## src/rtl/bank_access_ctrl.sv

```systemverilog
// ---------------------------------------------------------------------------
// bank_access_ctrl
//   Shares one dual-port SRAM bank (port B write, port A read) between
//   NUM_REQ requesters. Each port has its own round-robin arbiter; the
//   winning request is registered onto the SRAM pins. Read grants are tagged
//   and the tag travels down a pipe matching the SRAM read latency, so the
//   response comes back one-hot to the requester that asked for it.
//   After reset the whole bank is zero-filled (INIT_CLEAR=1) before any
//   request is granted. A read whose address matches the same-cycle write
//   winner is held off for a cycle so it returns the freshly written data.
//
// Ports
//   vsi_clk, vsi_reset   clock / synchronous active-high reset
//   wr_req_valid/ready   per-requester write handshake
//   wr_req_addr/data     packed write address / data, requester i at slice i
//   rd_req_valid/ready   per-requester read handshake
//   rd_req_addr          packed read addresses
//   rd_rsp_valid         one-hot read response strobe (no back-pressure)
//   rd_rsp_data          read response data, zero when no response
//   init_done            high once the bank clear has finished
//   sram_wr_*            SRAM port B (write) pins
//   sram_rd_en/addr      SRAM port A (read) request pins
//   sram_rd_data         SRAM port A read data
// ---------------------------------------------------------------------------
module bank_access_ctrl #(
  parameter int NUM_REQ    = 2,
  parameter int ADDR_W     = 7,
  parameter int DATA_W     = 128,
  parameter int RD_LAT     = 1,
  parameter int INIT_CLEAR = 1
) (
  input  logic                        vsi_clk,
  input  logic                        vsi_reset,
  input  logic [NUM_REQ-1:0]          wr_req_valid,
  output logic [NUM_REQ-1:0]          wr_req_ready,
  input  logic [NUM_REQ*ADDR_W-1:0]   wr_req_addr,
  input  logic [NUM_REQ*DATA_W-1:0]   wr_req_data,
  input  logic [NUM_REQ-1:0]          rd_req_valid,
  output logic [NUM_REQ-1:0]          rd_req_ready,
  input  logic [NUM_REQ*ADDR_W-1:0]   rd_req_addr,
  output logic [NUM_REQ-1:0]          rd_rsp_valid,
  output logic [DATA_W-1:0]           rd_rsp_data,
  output logic                        init_done,
  output logic                        sram_wr_en,
  output logic [ADDR_W-1:0]           sram_wr_addr,
  output logic [DATA_W-1:0]           sram_wr_data,
  output logic                        sram_rd_en,
  output logic [ADDR_W-1:0]           sram_rd_addr,
  input  logic [DATA_W-1:0]           sram_rd_data
);

  localparam int DEPTH = 1 << ADDR_W;
  localparam int PTR_W = (NUM_REQ > 1) ? $clog2(NUM_REQ) : 1;
  localparam int CNT_W = ADDR_W + 1;

  typedef enum logic {ST_INIT, ST_RUN} state_e;

  state_e                  state_q, state_d;
  logic [CNT_W-1:0]        clrCnt_q, clrCnt_d;
  logic [PTR_W-1:0]        wrPtr_q, wrPtr_d;
  logic [PTR_W-1:0]        rdPtr_q, rdPtr_d;
  logic                    wrEn_q, wrEn_d;
  logic [ADDR_W-1:0]       wrAddr_q, wrAddr_d;
  logic [DATA_W-1:0]       wrData_q, wrData_d;
  logic                    rdEn_q, rdEn_d;
  logic [ADDR_W-1:0]       rdAddr_q, rdAddr_d;
  logic [RD_LAT:0][NUM_REQ-1:0] tagPipe_q;

  logic                    wrFound, rdFound;
  logic [PTR_W-1:0]        wrSel, rdSel;
  logic [ADDR_W-1:0]       wrAddrSel, rdAddrSel;
  logic [DATA_W-1:0]       wrDataSel;
  logic                    rdCollide;

  // Round-robin pick: first valid requester at or after ptr, wrapping.
  // Returns {found, index}.
  function automatic logic [PTR_W:0] rrPick(input logic [NUM_REQ-1:0] valid,
                                            input logic [PTR_W-1:0]   ptr);
    logic             found;
    logic [PTR_W-1:0] sel;
    found = 1'b0;
    sel   = '0;
    for (int i = 0; i < NUM_REQ; i++) begin
      if (!found && valid[i] && (PTR_W'(i) >= ptr)) begin
        found = 1'b1;
        sel   = PTR_W'(i);
      end
    end
    // Nothing at or above ptr: wrap around to the lowest valid requester.
    for (int i = 0; i < NUM_REQ; i++) begin
      if (!found && valid[i]) begin
        found = 1'b1;
        sel   = PTR_W'(i);
      end
    end
    return {found, sel};
  endfunction

  function automatic logic [PTR_W-1:0] nextPtr(input logic [PTR_W-1:0] sel);
    return (sel == PTR_W'(NUM_REQ - 1)) ? '0 : sel + PTR_W'(1);
  endfunction

  // Winner selection for both ports, plus the same-address collision test.
  always_comb begin
    {wrFound, wrSel} = rrPick(wr_req_valid, wrPtr_q);
    {rdFound, rdSel} = rrPick(rd_req_valid, rdPtr_q);
    wrAddrSel = wr_req_addr[wrSel*ADDR_W +: ADDR_W];
    wrDataSel = wr_req_data[wrSel*DATA_W +: DATA_W];
    rdAddrSel = rd_req_addr[rdSel*ADDR_W +: ADDR_W];
    rdCollide = wrFound && (rdAddrSel == wrAddrSel);
  end

  // Next-state logic: INIT sweeps the clear counter over every word, then
  // RUN grants one write and one read per cycle. A colliding read yields
  // to the write and its pointer holds so the same requester retries.
  always_comb begin
    state_d      = state_q;
    clrCnt_d     = clrCnt_q;
    wrPtr_d      = wrPtr_q;
    rdPtr_d      = rdPtr_q;
    wrEn_d       = 1'b0;
    wrAddr_d     = wrAddr_q;
    wrData_d     = wrData_q;
    rdEn_d       = 1'b0;
    rdAddr_d     = rdAddr_q;
    wr_req_ready = '0;
    rd_req_ready = '0;
    case (state_q)
      ST_INIT: begin
        // The counter runs one past DEPTH-1 so RUN starts the cycle after
        // the last clear write is on the pins.
        if (clrCnt_q == CNT_W'(DEPTH)) begin
          state_d = ST_RUN;
        end else begin
          wrEn_d   = 1'b1;
          wrAddr_d = clrCnt_q[ADDR_W-1:0];
          wrData_d = '0;
          clrCnt_d = clrCnt_q + CNT_W'(1);
        end
      end
      ST_RUN: begin
        if (wrFound) begin
          wr_req_ready[wrSel] = 1'b1;
          wrEn_d              = 1'b1;
          wrAddr_d            = wrAddrSel;
          wrData_d            = wrDataSel;
          wrPtr_d             = nextPtr(wrSel);
        end
        if (rdFound && !rdCollide) begin
          rd_req_ready[rdSel] = 1'b1;
          rdEn_d              = 1'b1;
          rdAddr_d            = rdAddrSel;
          rdPtr_d             = nextPtr(rdSel);
        end
      end
      default: state_d = ST_INIT;
    endcase
  end

  // State and SRAM pin registers. The tag pipe carries the one-hot grantee
  // alongside the read so responses come back in order with no lookup.
  always_ff @(posedge vsi_clk) begin
    if (vsi_reset) begin
      state_q   <= (INIT_CLEAR != 0) ? ST_INIT : ST_RUN;
      clrCnt_q  <= '0;
      wrPtr_q   <= '0;
      rdPtr_q   <= '0;
      wrEn_q    <= 1'b0;
      wrAddr_q  <= '0;
      wrData_q  <= '0;
      rdEn_q    <= 1'b0;
      rdAddr_q  <= '0;
      tagPipe_q <= '0;
    end else begin
      state_q   <= state_d;
      clrCnt_q  <= clrCnt_d;
      wrPtr_q   <= wrPtr_d;
      rdPtr_q   <= rdPtr_d;
      wrEn_q    <= wrEn_d;
      wrAddr_q  <= wrAddr_d;
      wrData_q  <= wrData_d;
      rdEn_q    <= rdEn_d;
      rdAddr_q  <= rdAddr_d;
      tagPipe_q[0] <= rd_req_ready;
      for (int i = 1; i <= RD_LAT; i++) begin
        tagPipe_q[i] <= tagPipe_q[i-1];
      end
    end
  end

  // The SRAM read port is itself registered, so its data is presented
  // directly when the matching tag leaves the pipe.
  always_comb begin
    sram_wr_en   = wrEn_q;
    sram_wr_addr = wrAddr_q;
    sram_wr_data = wrData_q;
    sram_rd_en   = rdEn_q;
    sram_rd_addr = rdAddr_q;
    init_done    = (state_q == ST_RUN);
    rd_rsp_valid = tagPipe_q[RD_LAT];
    rd_rsp_data  = (|tagPipe_q[RD_LAT]) ? sram_rd_data : '0;
  end

endmodule

```

## config.mk

```make
export PLATFORM = sky130hd
export DESIGN_NAME = bank_access_ctrl
export DESIGN_NICKNAME = d
export VERILOG_FILES = /design/src/rtl/bank_access_ctrl.sv
export SDC_FILE = /design/constraint.sdc
export NUM_CORES = 1
export LEC_CHECK = 0
export ABC_AREA = 1
export ABC_CLOCK_PERIOD_IN_PS = 1800
export CELL_PAD_IN_SITES_DETAIL_PLACEMENT = 0
export CELL_PAD_IN_SITES_GLOBAL_PLACEMENT = 1
export CORE_AREA = 5 5 271 273
export DETAILED_ROUTE_END_ITERATION = 8
export DIE_AREA = 0 0 276 278
export PLACE_DENSITY_LB_ADDON = 0.1
export SLEW_MARGIN = 15
export SYNTH_ARGS = -nofsm -noshare
export SYNTH_HDL_FRONTEND = slang
export SYNTH_SLANG_ARGS = --single-unit
export TNS_END_PERCENT = 30
```

## constraint.sdc

```tcl
create_clock -name vsi_clk -period 1.8 [get_ports vsi_clk]
set_clock_uncertainty 0.15 [all_clocks]
set_input_delay 0.36 -clock vsi_clk [delete_from_list [all_inputs] [get_ports vsi_clk]]
set_output_delay 0.36 -clock vsi_clk [all_outputs]
set_load 0.05 [all_outputs]
```

Yosys cells after proc, flatten, opt, wreduce, memory -nomap -nowiden --
Cells that the tools add are included.
Word-level totals: register bits after elaboration 159, output and inout port bits 279
Cells by class: multiply operators 2, reduce and logical (&&, ||, !) cells 27, bitwise gates (word level) 2, muxes and demuxes 37, $add $sub $neg 3, order comparisons 8, shift-type cells 3, equal/unequal tests 4
Operators by type and width (number):
- $mux W128 | 3
- $pmux W128 S2 | 1
- $shiftx A256 B9 Y128 | 1
- $shiftx A14 B5 Y7 | 2
- $mux W1 | 23
- $logic_and A1 B1 Y1 | 14
- $mux W7 | 2
- $pmux W7 S2 | 1
- $add A8 B1 Y8 const B | 1
- $eq A8 B8 Y1 const B | 1
- $mul A1 B3 Y4 const B | 2
- $mux W2 | 4
- $reduce_and A2 Y1 | 4
- $eq A7 B7 Y1 | 1
- $logic_not A1 Y1 | 7
- $ge A1 B1 Y1 const A | 4
- $lt A1 B2 Y1 const B | 2
- $reduce_or A2 Y1 | 2
- $add A1 B1 Y1 const B | 2
- $demux W1 S1 | 2
- $ge A1 B1 Y1 const B | 2
- $ne A2 B1 Y1 const B | 1
- $ne A2 B2 Y1 const B | 1
- $not A1 Y1 | 2
- $pmux W1 S2 | 1

Longest topological paths before layout --
Gate-level depths: netlist (run 1).
word-level depth 21, mapped depth 17

Least setup slack after synthesis (run 1) --
Ideal clock, no wire load.
kind in2out, start input port wr_req_valid[1], end output port rd_req_ready[0], path buffers 3, arrival time 1964 ps, cell stages on the path 14, required time 1290 ps, path slack -674 ps, cell sequence buf_2 -> nand2_1 -> buf_4 -> nand2_1 -> nand2_1 -> nand2_1 -> nand2_1 -> inv_2 -> nand2_1 -> nor2_1 -> nand2_1 -> nand2_2 -> buf_6 -> nor2_1
On the way: longest elaborated chain between the ends 17, elaborated cells on any way between the ends 20, those cells by class 1 x mul; 1 x eq/ne; 1 x shift; 8 x mux; 9 x reduce/logical
RTL lines:
- from (decl) | line 34 | input logic [NUM_REQ-1:0] wr_req_valid,
- $logic_and A1 B1 Y1 (2 in series) | line 84 | if (!found && valid[i] && (PTR_W'(i) >= ptr)) begin
- $mux W1 | line 84
- $logic_not A1 Y1 | line 91 | if (!found && valid[i]) begin
- $logic_and A1 B1 Y1 | line 91
- $mux W1 | line 91
- $logic_not A1 Y1 | line 91
- $logic_and A1 B1 Y1 | line 91
- $mux W1 | line 91
- $mul A1 B3 Y4 | line 107 | wrAddrSel = wr_req_addr[wrSel*ADDR_W +: ADDR_W];
- $shiftx A14 B5 Y7 | line 107
- $eq A7 B7 Y1 | line 110 | rdCollide = wrFound && (rdAddrSel == wrAddrSel);
- $logic_and A1 B1 Y1 * | line 110
- $logic_not A1 Y1 * | line 149 | if (rdFound && !rdCollide) begin
- $logic_and A1 B1 Y1 * | line 149
- $mux W2 * | line 149
- $mux W2 * | line 128 | case (state_q)
- to (decl) | line 39 | output logic [NUM_REQ-1:0] rd_req_ready,
Mark *: on every way between the ends. The rest lies on a longest branch, timed or not.

Worst setup path in the final report (run 1) --
start register wrPtr_q, end output port rd_req_ready[1]
On the way: longest elaborated chain between the ends 21, elaborated cells on any way between the ends 25, those cells by class 1 x mul; 2 x order compare; 1 x eq/ne; 1 x shift; 9 x mux; 11 x reduce/logical
RTL lines:
- from (decl) | line 60 | logic [PTR_W-1:0] wrPtr_q, wrPtr_d;
- from (signal assigned) | line 177 | wrPtr_q <= wrPtr_d;
- $ge A1 B1 Y1 | line 84
- $logic_and A1 B1 Y1 | line 84
- $mux W1 | line 84
- $logic_not A1 Y1 | line 84
- $logic_and A1 B1 Y1 (2 in series) | line 84
- $mux W1 | line 84
- $logic_not A1 Y1 | line 91
- $logic_and A1 B1 Y1 | line 91
- [... 4 more ...]
- $mul A1 B3 Y4 | line 107
- $shiftx A14 B5 Y7 | line 107
- $eq A7 B7 Y1 | line 110
- $logic_and A1 B1 Y1 * | line 110
- $logic_not A1 Y1 * | line 149
- $logic_and A1 B1 Y1 * | line 149
- $mux W2 * | line 149
- $mux W2 * | line 128
Marked as above.

==> metrics.txt, run 1 <==
status=finished, violations left; failing checks=negative setup slack; Max-slew headroom=50.1%; CTS clk-pin slew, worst paths=0.07 ns; Peak VDD IR=0.000724 V; Top Family by Delay on Critical Path=simple AND/OR/NAND/NOR gates; FMAX=396 MHz; static leakage=0.00833 µW; GP Congestion=0.821; layout cells sized above 1=about a third; pin count of the biggest net entering global routing=111; die area=0.0767 mm²; Post-DP Area=0.0173 mm²; worst r2r path cells=18; critical-path cell list=inv_4 -> nand2_8 -> nand2_8 -> buf_6 -> nand2_2 -> o21ai_2 -> nand2_1 -> nand2_1 -> nand2_1 -> nor2_1 -> nand2_1 -> nand2_4 -> nor2_4 -> buf_12; share of the synthesized area in the top cell type=36.2%; Final WS setup=-0.726 ns; crit path kind=flop to primary output; Clk Latency, worst-skew pair=0.47 ns; RR Startpoint=wrPtr_q$_SDFFE_PP0P_; top cells by area, synth=dfxtp_1 36%, o211ai_1 9.2%, nor2_1 8.6%, a21oi_1 7.8%, or2_2 7.6%; synth cell count leaders=202 x nor2_1, 168 x inv_1, 159 x dfxtp_1; fin crit share=140%; unrepaired setup endpoints after global routing=yes; final hold viol count=0; routed length per instance=19.1 µm; vias in the first global route=~12,000; GR Overflow Total=0; Synth Warn #=0; initial antenna violation count=19; clock buffer depth=2; Die W=276 µm; area leader, netlist=dfxtp_1; critical path's largest stage delay=0.36 ns; Hold Crit Start=tagPipe_q[0]$_SDFF_PP0_; Synth Flop Type=dfxtp_1; half-perimeter wire length after placement=43,400 µm; r2r setup slk=-0.72 ns; syn nets=around 1,700; Util after Layout=between 20% and 30%; cts bufs inserted=17; area of the multi-input gates=0.00557 mm²; Die H=278 µm; maxcap violations=0; setup violators final=between 200 and 250; PwrDens=453 mW/mm²; cts hold-fix bufs=0; count leader, synth=nor2_1; Area Growth Syn to Fin=131%; Buf/Inv on CP=3; Hold Path Stages=2; Reg-to-Reg End=sram_wr_addr[0]$_SDFFE_PP0P_; Hold Path Sink=rd_rsp_valid[0]$_SDFF_PP0_; initial DRC count=303; layout net count=2,480; sequential element share of the synthesized area=36.2%; IO Port Bufs=slightly below 700; Top cell by count, worst path=nand2_1; first-pass GRT wire length=82,600 µm; Starting Density=12.4%; clock root buffer=clkbuf_16; detailed-route DRC error count=0; CP endpoint kind=primary output; CP Max Fanout=8; via count=11,700; Syn Area/Cell=6.65 µm²; drt first pass iters=4; Mapped Area=0.00880 mm²; Critical-path top delay cell=dfxtp_2; Final TNS setup=-52.94 ns; Gate Count Post-Synth=1,324; drt total wl=58,000 µm; #FFs+latches synth=159; H-tree depth=4; CTS tree=built; Post-DRT Antenna Nets=0; worst hold-check path type=flop to flop; Rows=98; Overall Power=between 9000 and 10,000 µW; Top Ports=697; Req. time, crit path=1.29 ns; worst slack at placement=-0.844 ns; Via density=~3.9; post-route cell area=0.0204 mm²; Fillers=approximately 7,600; Worst Setup Start Kind=flop; actual slew at the worst max-slew pin=0.749 ns; Cell variety after synth=27; gr usage total=14.3%; Sink Count=159; Worst EP arrival=2.02 ns; CORE AREA=0.0709 mm²; final critical-path required period=2.53 ns; ys async rst share=0%; Final Slew Violations=0; total area of sequential cells=around 0.0032 mm²; EDFF count, synth=0
sequential cells by signal, summed over array words and instances, names as in the netlist:
| register | count |
|---|---|
| sram_wr_en | 1 |
| rd_rsp_valid | 2 |
| wrPtr_q | 1 |
| tagPipe_q | 2 |
| clrCnt_q | 8 |
| init_done | 1 |
| sram_wr_addr | 7 |
| sram_rd_addr | 7 |
| rdPtr_q | 1 |
| sram_wr_data | 128 |
| sram_rd_en | 1 |
cell usage in the layout (no fill, tap or decap), types with 38 or more instances in the layout:
| cell type | instances |
|---|---|
| buf_6 | 72 |
| o211ai_1 | 108 |
| buf_12 | 70 |
| buf_8 | 38 |
| o21ai_0 | 100 |
| nand2_1 | 92 |
| o21ai_1 | 62 |
| inv_1 | 165 |
| nor2_1 | 78 |
| a21oi_1 | 135 |
| buf_4 | 209 |
| clkdlybuf4s50_1 | 413 |
| dfxtp_1 | 152 |
| or2_2 | 107 |
| nor2_4 | 116 |
tightest hold or removal path, stage by stage (launching register included):
cell and delay, ns:
dfxtp_1 0.30, inv_1 0.04, nor2_1 0.03
kinds of logic (layout without fill, tap and decap cells):
family / count (synthesis) / after routing / synth area share (%)
buf+inv: 286 / 1034 / 12.9
xor+xnor: 5 / 5 / 0.497
flops: 159 / 159 / 36.2
fa+ha+maj: 2 / 2 / 0.284
compound gates: 416 / 416 / 26.8
other cells: 0 / 12 / 0
simple gates: 456 / 457 / 23.4
stage by stage:
step	cells	hold slack (ns)
2_1_floorplan	1324	0.238
3_3_place_gp	2945	0.256
3_5_place_dp	2945	0.264
4_1_cts	3026	0.268
5_1_grt	3034	0.280
6_report	3035	0.258
layer usage:
layer	global-route usage, %	wire length [µm]
met2	26.9	31500
met5	0	100
met3	6.41	5070
met1	13.9	19900
met4	4.96	1480
what timing repair did:
item                       CTS  global route
gates resized for setup    313           179
buffers inserted            35             5
pin swaps                   14            20
gates cloned                16             2
setup endpoints to repair  288           274
how the worst max path moves through the flow:
stage / start / endpoint / slack [ns] / cells after the start
detailed placement: wr_req_valid[0] / wr_req_ready[0] / -0.84 / 7
finish: wrPtr_q$_SDFFE_PP0P_ / rd_req_ready[1] / -0.73 / 14
global placement: rd_req_valid[0] / rd_req_ready[1] / -0.86 / 14
CTS: wrPtr_q$_SDFFE_PP0P_ / rd_req_ready[1] / -0.79 / 14
floorplan: wr_req_valid[1] / rd_req_ready[1] / -0.23 / 14
global route: wrPtr_q$_SDFFE_PP0P_ / rd_req_ready[1] / -0.89 / 14
report_power, final:
group,internal [µW],switching (µW),total [µW]
combinational,1140,684,1820
sequential,3520,7.07,3530
clock,1980,1900,3880
area by class of cell:
cell class / count / area share (%)
antenna: 12 / 0.147
multi-input combinational: 880 / 27.3
clock inverter: 15 / 0.823
sequential: 159 / 15.7
inverter: 174 / 3.30
tap: 950 / 5.83
clock buffer: 17 / 2.09
timing repair buffer: 828 / 44.8
Note: power is estimated with default switching activity, not from simulation.
==> run 2: changes to the inputs <==
--- a/config.mk
+++ b/config.mk
@@ -10,6 +10,7 @@
 export CELL_PAD_IN_SITES_DETAIL_PLACEMENT = 0
 export CELL_PAD_IN_SITES_GLOBAL_PLACEMENT = 1
 export CORE_AREA = 5 5 271 273
+export CTS_CLUSTER_SIZE = 14
 export DETAILED_ROUTE_END_ITERATION = 8
 export DIE_AREA = 0 0 276 278
 export PLACE_DENSITY_LB_ADDON = 0.1
==> results of run 2 <==
Same layout as run 1: the final DEF is identical, and so are final timing and power.
